File: src/rtl/fifo_rd_packer_if.sv
// Read-side bundle for fifo_rd_packer: FIFO pop port plus the packed-beat valid/ready stream.
// slave = the packer, master = whoever owns the FIFO word source and the beat sink.
interface fifo_rd_packer_if #(
    parameter int DSIZE  = 8,
    parameter int NWORDS = 4
);
    localparam int NVW = $clog2(NWORDS + 1);

    logic                    rempty;
    logic [DSIZE-1:0]        rdata;
    logic                    rinc;
    logic                    flush;
    logic [DSIZE*NWORDS-1:0] out_data;
    logic [NVW-1:0]          out_nvalid;
    logic                    out_valid;
    logic                    out_ready;

    modport slave (
        input  rempty, rdata, flush, out_ready,
        output rinc, out_data, out_nvalid, out_valid
    );

    modport master (
        output rempty, rdata, flush, out_ready,
        input  rinc, out_data, out_nvalid, out_valid
    );
endinterface

File: src/rtl/fifo_rd_packer.sv
// Pops DSIZE-bit words from the async FIFO read port and packs NWORDS of them into one beat.
// Optional idle auto-flush is compiled in with FIFO_RD_PACK_TIMEOUT_EN.
module fifo_rd_packer #(
    parameter int DSIZE   = 8,
    parameter int NWORDS  = 4,
    parameter int TIMEOUT = 16
) (
    input  logic            rclk,
    input  logic            rrst_n,
    fifo_rd_packer_if.slave bus
);
    localparam int CW  = $clog2(NWORDS);
    localparam int NVW = $clog2(NWORDS + 1);
    localparam int BW  = DSIZE * NWORDS;
    localparam logic [CW-1:0] LAST_LANE = CW'(NWORDS - 1);

    if (NWORDS < 2 || TIMEOUT < 2) begin : g_param_check
        $error("fifo_rd_packer: NWORDS and TIMEOUT must both be at least 2");
    end

    logic [BW-1:0]  acc_q, acc_d, acc_ins_s;
    logic [CW-1:0]  cnt_q, cnt_d;
    logic [NVW-1:0] cnt_ins_s;
    logic           flush_pend_q, flush_pend_d;
    logic [BW-1:0]  out_data_q, out_data_d;
    logic [NVW-1:0] out_nvalid_q, out_nvalid_d;
    logic           out_valid_q, out_valid_d;
    logic           obuf_free_s, accept_s, complete_s;
    logic           timeout_s, flush_req_s, pend_s, serve_s;

    // Pop decision: only a beat-completing word waits for the output register.
    always_comb begin
        obuf_free_s = !out_valid_q || bus.out_ready;
        if (rrst_n && !bus.rempty) begin
            accept_s = (cnt_q != LAST_LANE) || obuf_free_s;
        end else begin
            accept_s = 1'b0;
        end
        complete_s = accept_s && (cnt_q == LAST_LANE);
    end

    assign bus.rinc = accept_s;

    // Accumulator view with this cycle's word already merged into lane cnt.
    always_comb begin
        acc_ins_s = acc_q;
        if (accept_s) begin
            acc_ins_s[int'(cnt_q) * DSIZE +: DSIZE] = bus.rdata;
        end else begin
            acc_ins_s = acc_q;
        end
        cnt_ins_s = NVW'(cnt_q) + NVW'(accept_s);
    end

    // A flush request only latches when there is at least one word to emit.
    always_comb begin
        flush_req_s = bus.flush || timeout_s;
        if (flush_req_s && ((cnt_q != {CW{1'b0}}) || accept_s)) begin
            pend_s = 1'b1;
        end else begin
            pend_s = flush_pend_q;
        end
        serve_s = pend_s && obuf_free_s && !complete_s;
    end

    // Next state: a full beat or a served flush loads the output register and clears packing.
    always_comb begin
        acc_d        = acc_ins_s;
        cnt_d        = cnt_ins_s[CW-1:0];
        flush_pend_d = pend_s;
        out_data_d   = out_data_q;
        out_nvalid_d = out_nvalid_q;
        out_valid_d  = out_valid_q && !bus.out_ready;
        if (complete_s || serve_s) begin
            out_data_d   = acc_ins_s;
            out_nvalid_d = cnt_ins_s;
            out_valid_d  = 1'b1;
            acc_d        = {BW{1'b0}};
            cnt_d        = {CW{1'b0}};
            flush_pend_d = 1'b0;
        end else begin
            acc_d        = acc_ins_s;
            cnt_d        = cnt_ins_s[CW-1:0];
        end
    end

    // State and output registers.
    always_ff @(posedge rclk or negedge rrst_n) begin
        if (!rrst_n) begin
            acc_q        <= {BW{1'b0}};
            cnt_q        <= {CW{1'b0}};
            flush_pend_q <= 1'b0;
            out_data_q   <= {BW{1'b0}};
            out_nvalid_q <= {NVW{1'b0}};
            out_valid_q  <= 1'b0;
        end else begin
            acc_q        <= acc_d;
            cnt_q        <= cnt_d;
            flush_pend_q <= flush_pend_d;
            out_data_q   <= out_data_d;
            out_nvalid_q <= out_nvalid_d;
            out_valid_q  <= out_valid_d;
        end
    end

    assign bus.out_data   = out_data_q;
    assign bus.out_nvalid = out_nvalid_q;
    assign bus.out_valid  = out_valid_q;

`ifdef FIFO_RD_PACK_TIMEOUT_EN
    localparam int IW = $clog2(TIMEOUT);
    localparam logic [IW-1:0] IDLE_MAX = IW'(TIMEOUT - 1);

    logic [IW-1:0] idle_q, idle_d;

    // Idle counter runs only while a partial beat sits without new words.
    always_comb begin
        if (accept_s || (cnt_q == {CW{1'b0}})) begin
            idle_d = {IW{1'b0}};
        end else if (idle_q == IDLE_MAX) begin
            idle_d = idle_q;
        end else begin
            idle_d = idle_q + IW'(1);
        end
    end

    // Idle counter register.
    always_ff @(posedge rclk or negedge rrst_n) begin
        if (!rrst_n) begin
            idle_q <= {IW{1'b0}};
        end else begin
            idle_q <= idle_d;
        end
    end

    assign timeout_s = (idle_q == IDLE_MAX);
`else
    assign timeout_s = 1'b0;
`endif
endmodule

File: src/flat_wrapper.sv
// flat-port wrapper written by rule: the top's interface ports become plain ports
module fifo_rd_packer_flat 
#(
    parameter int DSIZE   = 8,
    parameter int NWORDS  = 4,
    parameter int TIMEOUT = 16
)
  (rclk, rrst_n, bus_rempty, bus_rdata, bus_flush, bus_out_ready, bus_rinc, bus_out_data, bus_out_nvalid, bus_out_valid);
  fifo_rd_packer_if #(.DSIZE(DSIZE), .NWORDS(NWORDS)) bus_i ();
  input  logic rclk;
  input  logic rrst_n;
  input wire logic [$bits(bus_i.rempty)-1:0] bus_rempty;
  input wire logic [$bits(bus_i.rdata)-1:0] bus_rdata;
  input wire logic [$bits(bus_i.flush)-1:0] bus_flush;
  input wire logic [$bits(bus_i.out_ready)-1:0] bus_out_ready;
  output wire logic [$bits(bus_i.rinc)-1:0] bus_rinc;
  output wire logic [$bits(bus_i.out_data)-1:0] bus_out_data;
  output wire logic [$bits(bus_i.out_nvalid)-1:0] bus_out_nvalid;
  output wire logic [$bits(bus_i.out_valid)-1:0] bus_out_valid;
  assign bus_i.rempty = bus_rempty;
  assign bus_i.rdata = bus_rdata;
  assign bus_i.flush = bus_flush;
  assign bus_i.out_ready = bus_out_ready;
  assign bus_rinc = bus_i.rinc;
  assign bus_out_data = bus_i.out_data;
  assign bus_out_nvalid = bus_i.out_nvalid;
  assign bus_out_valid = bus_i.out_valid;
  fifo_rd_packer #(.DSIZE(DSIZE), .NWORDS(NWORDS), .TIMEOUT(TIMEOUT)) u_core (.rclk(rclk), .rrst_n(rrst_n), .bus(bus_i));
endmodule
File: config.mk
export PLATFORM = sky130hd
export DESIGN_NAME = fifo_rd_packer_flat
export DESIGN_NICKNAME = d
export VERILOG_FILES = /design/src/rtl/fifo_rd_packer_if.sv /design/src/rtl/fifo_rd_packer.sv /design/src/flat_wrapper.sv
export SDC_FILE = /design/constraint.sdc
export NUM_CORES = 1
export LEC_CHECK = 0
export BUFFER_PORTS_ARGS = -buffer_cell sky130_fd_sc_hd__buf_2
export CORE_MARGIN = 8
export CORE_UTILIZATION = 40
export CTS_CLUSTER_DIAMETER = 60
export DETAILED_ROUTE_END_ITERATION = 10
export GPL_TIMING_DRIVEN = 0
export REMOVE_ABC_BUFFERS = 1
export SYNTH_ARGS = -nofsm -noshare
export SYNTH_HDL_FRONTEND = slang
export SYNTH_SLANG_ARGS = --single-unit
File: constraint.sdc
create_clock -name rclk -period 2.45 [get_ports rclk]
set_clock_uncertainty 0.05 [all_clocks]
set_input_delay 0.245 -clock rclk [delete_from_list [all_inputs] [get_ports rclk]]
set_output_delay 0.245 -clock rclk [all_outputs]
set_load 0.01 [all_outputs]
; ---- Word level (Yosys, flattened, before mapping)
; Index checks and enable logic that the tools add are counted.
[totals]
reg_bits = 71
word_cells = 35
output_inout_bits = 37
in_bits = 13
[classes]
reduce_logical = 15
n_shift = 2
n_eq_ne = 2
muxes = 8
n_addsub = 2
[ops]
columns = op, count
row1 = $mux 32, 2
row2 = $neg 5->33, 1
row3 = $shift 8x33->32 const A, 1
row4 = $shiftx 8x33->32, 1
row5 = $bwmux 32, 1
row6 = $logic_and 1x1->1, 6
row7 = $logic_not 1->1, 4
row8 = $logic_or 1x1->1, 4
row9 = $mux 1, 4
row10 = $add 2x1->3, 1
row11 = $eq 2x2->1 const B, 1
row12 = $mux 2, 1
row13 = $ne 2x2->1 const B, 1
row14 = $reduce_bool 2->1, 1

; ---- Depth between registers and ports, before layout
[logic_depth]
ltp_word = 11
mapped_depth = 9
depth_no_buf = 6

; ---- Worst setup path after synthesis
; Ideal clock, no wire load.
[synth_timing]
path_kind = reg-to-reg
start = register u_core.cnt_q[0]
end = register u_core.out_nvalid_q[2] (netlist: u_core.bus.out_nvalid[2])
synth_period_minus_slack_ps = 2030
n_path_buf = 2
arrival_time_ps = 1855
setup_slack_ps = 420
path_stages_with_launch = 9
setup_time_ps = 125
t_required_ps = 2275
path_cell_list = dfrtp_1 inv_1 ha_1 nand2b_1 a21oi_1 o21a_1 clkbuf_8 buf_6 mux2_4
[synth_via]
elab_chain_len = 9
elab_cells_between_ends = 14
cone_classes = add/sub: 1 / eq/ne: 2 / mux: 2 / reduce/logical: 9
[synth_rtl]
columns = item, line
row1 = start: declaration, fifo_rd_packer.sv:22  ; logic [CW-1:0] cnt_q, cnt_d;
row2 = start signal: assignment, fifo_rd_packer.sv:91  ; cnt_q <= {CW{1'b0}};
row3 = start signal: assignment, fifo_rd_packer.sv:98  ; cnt_q <= cnt_d;
row4 = $ne 2x2->1, fifo_rd_packer.sv:35  ; accept_s = (cnt_q != LAST_LANE) || obuf_free_s;
row5 = $logic_or 1x1->1, fifo_rd_packer.sv:35
row6 = $mux 1, fifo_rd_packer.sv:34  ; if (rrst_n && !bus.rempty) begin
row7 = $logic_or 1x1->1, fifo_rd_packer.sv:58  ; if (flush_req_s && ((cnt_q != {CW{1'b0}}) || accept_s)) begin
row8 = $logic_and 1x1->1, fifo_rd_packer.sv:58
row9 = $mux 1, fifo_rd_packer.sv:58
row10 = $logic_and 1x1->1 (2 in a row), fifo_rd_packer.sv:63  ; serve_s = pend_s && obuf_free_s && !complete_s;
row11 = $logic_or 1x1->1, fifo_rd_packer.sv:74  ; if (complete_s || serve_s) begin
row12 = end signal: assignment, fifo_rd_packer.sv:94  ; out_nvalid_q <= {NVW{1'b0}};
row13 = end signal: assignment, fifo_rd_packer.sv:101  ; out_nvalid_q <= out_nvalid_d;
row14 = end: declaration, fifo_rd_packer.sv:26  ; logic [NVW-1:0] out_nvalid_q, out_nvalid_d;
; Several ways; a longest one is shown, not always the timed one.
; A chain may end at the register's enable or synchronous reset.

; ---- Worst setup path after layout
[layout_timing]
start = register u_core.cnt_q[0]
end = register u_core.out_data_q[27] (netlist: u_core.bus.out_data[27])
[layout_via]
elab_chain_len = 9
elab_cells_between_ends = 18
cone_classes = add/sub: 1 / eq/ne: 2 / shift: 2 / mux: 4 / reduce/logical: 9
[layout_rtl]
columns = item, line
row1 = branches (longest 9 deep; another with $neg 5->33), n/a
row2 = end signal: assignment, fifo_rd_packer.sv:93  ; out_data_q <= {BW{1'b0}};
row3 = end signal: assignment, fifo_rd_packer.sv:100  ; out_data_q <= out_data_d;
row4 = end: declaration, fifo_rd_packer.sv:25  ; logic [BW-1:0] out_data_q, out_data_d;
; Several ways; the timed one is not identified.

==> results.md <==
* CP required at about 2600 ps
* Reg2Reg Setup Slack at between 150 and 200 ps
* Initial antenna violation count at 0
* Layout Cells excl Fill at 449
* Area of the die at 11,400 sq um
* Synthesized area at 3290 sq um
* First-pass GRT wire length at approximately 11 mm
* Final Hold Fails at 0
* Ant diodes at 0
* Achievable Freq at 437 MHz
* Final WL at around 7.0 mm
* DRC at 0
* 1st-pass router iterations at 4
* Setup Crit Path Kind: reg2reg
* Largest net degree at the start of global routing at 44
* Core Util, Final at 0.499
* Clock-pin slew on the worst setup and hold paths at approximately 70 ps
* Synth top area share at 0.541
* All-Layer GR Usage at 0.129
* RSZ-0062 raised after global routing: false
* Post-synthesis sequential area ratio at 0.541
* Clock Tree Buf Depth at 2
* Worst setup EP type: register
* Root buffer cell: clkbuf_8
* Crit path DAT at roughly 2500 ps
* Total CTS buffers at 9
* Origin of the critical flop-to-flop path: u_core.cnt_q[0]
* Pwr/cell area at ~870 nW/um^2
* Status: finished, final reports clean
* Post-Synth Simple-Gate Area at 0.142
* Post-synthesis mux area share at 0.206
* Number of synthesized flops with an enable pin at 0
* Clock period minus final worst setup slack at 2290 ps
* VDD IR max at 413 uV
* RePlAce Congestion at ~0.7
* Max H-tree Level at 3
* Actual slew at the worst max-slew pin at roughly 620 ps
* # IOs at 50
* Layout cells sized above 1 at 0.273
* Final hold slack at approximately 140 ps
* Starting density of the core at 0.406
* Commonest non-fill, non-tap cell in the layout: dfrtp_1
* Period utilization at 0.934
* Final Max Tran Viols at 0
* Fillers at 772
* DR WL/cell at ~16 um
* Hold Path Class: in2reg
* FF-to-FF path depth at 5
* Via count at roughly 2,100
* XOR/XNOR Fraction of Synth Area at 0
* Critical path launch point: u_core.cnt_q[0]
* Main flop type after synthesis: dfrtp_1
* Cell count after synthesis at around 280
* Placed Cells incl. Taps at ~420
* Worst Setup EP: u_core.bus.out_data[27]
* Yosys top cell by area: dfrtp_1
* Port buffer count at 49
* Final HPWL DP at about 4.5 mm
* Core area at around 8000 sq um
* Cell row count at 33
* Final setup violation count at 0
* Number of global-route vias before repair at 2,203
* Worst Path Max Fanout at 10
* Max-Cap Viols at 0
* Num Clock Sinks at a little over 70
* Largest family of logic cells by synthesized area: multiplexers
* YS warnings at 0
* Number of routed nets with antenna violations at 0
* Synth Area in Compound Gates at 0.00685
* Synth Area in Adders at 0.0305
* Vias per cell at 4.72
* Synth Area per Inst at roughly 12 sq um
* Die Wd at 107 um
* Grt ovf at 0
* Most frequent cells in the layout: dfrtp_1, mux2i_1, buf_2, nor2_1, inv_1
* Nature of the critical path startpoint: register
* Static leakage at 0.00197 uW
* NumNets Final at 360
* Reg2reg end: u_core.bus.out_data[27]
* Die Height at between 100 and 150 um
* Worst rel slew slack at 0.584
* Cell variety after synth at 27
* Clock Latency Late Sink at roughly 340 ps
* CTS tree: built
* Async SR Flop Fraction at 1.00
* Yosys reg bits at 71
* DRT iter0 DRCs at 56
* Top post-synthesis cells by area: dfrtp_1, mux2i_1, and2_1
* Layout area overhead at 22.8%
==> final cells by class <==
type | count | area, sq um | share of cell area
clock buffers | 13 | 159 | 0.0394
flip-flops and latches | 71 | 1780 | 0.441
repair buffers | 59 | 430 | 0.107
multi-input cells | 164 | 1340 | 0.333
inverters | 34 | 128 | 0.0316
clock inverters | 3 | 65.1 | 0.0161
well taps | 105 | 131 | 0.0326
==> registers in the layout (all words and copies together) (netlist names) <==
name,count
u_core.cnt_q,2
u_core.bus.out_data,32
u_core.bus.out_nvalid,3
u_core.bus.out_valid,1
u_core.flush_pend_q,1
u_core.acc_q,32
==> worst min path at each step <==
stage / slack, ps / endpoint / cells after the start / startpoint
after CTS: 130 / u_core.flush_pend_q / 3 / bus_flush
after global placement: 430 / u_core.bus.out_valid / 2 / u_core.flush_pend_q
after detailed placement: 160 / u_core.acc_q[2] / 1 / rrst_n
after floorplan: -100 / u_core.acc_q[0] / 0 / rrst_n
after global routing: 140 / u_core.flush_pend_q / 3 / bus_flush
final: 140 / u_core.flush_pend_q / 3 / bus_flush
==> power breakdown <==
part	total, uW	switching (uW)	leakage, uW	internal, uW
combinational	1080	577	0.000877	505
clock	1050	423	0.000114	629
sequential	1400	89.5	0.000982	1310
total	3530	1090	0.00197	2440
==> layer usage <==
metal / share of wire / track usage
met5: 0 / 0
met4: 0.022 / 0.0683
met3: 0.054 / 0.0396
met2: 0.44 / 0.187
met1: 0.48 / 0.169
==> timing repair <==
| action | in CTS | in global routing |
|---|---|---|
| setup endpoints to repair | 37 | 65 |
| pin swaps | 1 | 0 |
| gates resized for setup | 3 | 5 |
| gates cloned | 1 | 0 |
| hold buffers | 5 | 0 |
| hold endpoints to repair | 28 | 0 |
| buffers inserted | 3 | 0 |
==> cells in the mapped netlist, types with 2 or more instances <==
cell type	count
nand2b_1	2
buf_4	7
and3b_1	2
nor2_1	36
mux2_2	2
and2_1	22
dfrtp_1	71
nor3b_1	5
a21oi_1	2
nor2b_1	2
nor3_1	2
buf_6	4
inv_1	34
and2_2	7
mux2i_1	64
ha_1	8
==> per-stage QoR <==
| stage | total power [uW] | area, sq um | setup WS (ps) | setup TNS [ps] |
|---|---|---|---|---|
| 6_report | 3530 | 4040 | 161 | 0 |
| 5_1_grt | 3740 | 4040 | 17.0 | 0 |
| 4_1_cts | 3550 | 4010 | -56.1 | -196 |
| 3_5_place_dp | 2370 | 3630 | -220 | -5130 |
| 3_3_place_gp | 2350 | 3550 | -2650 | -170100 |
| 2_1_floorplan | 2070 | 3170 | -1040 | -56860 |
==> worst max-delay path, stage by stage, from the launching register on <==
cell,delay [ps]
dfrtp_2,480
ha_1,230
and3b_1,340
nor3b_4,590
mux2i_1,350
mux2i_1,120
==> kinds of logic (layout without fill, tap and decap cells) <==
family / Yosys count / count (layout)
and+or+nand+nor: 84 / 84
AOI/OAI and AO/OA: 4 / 5
muxes: 67 / 67
adders and majority gates: 8 / 8
buffers and inverters: 47 / 109
DFF: 71 / 71
Power figures use the tool's default switching activity.
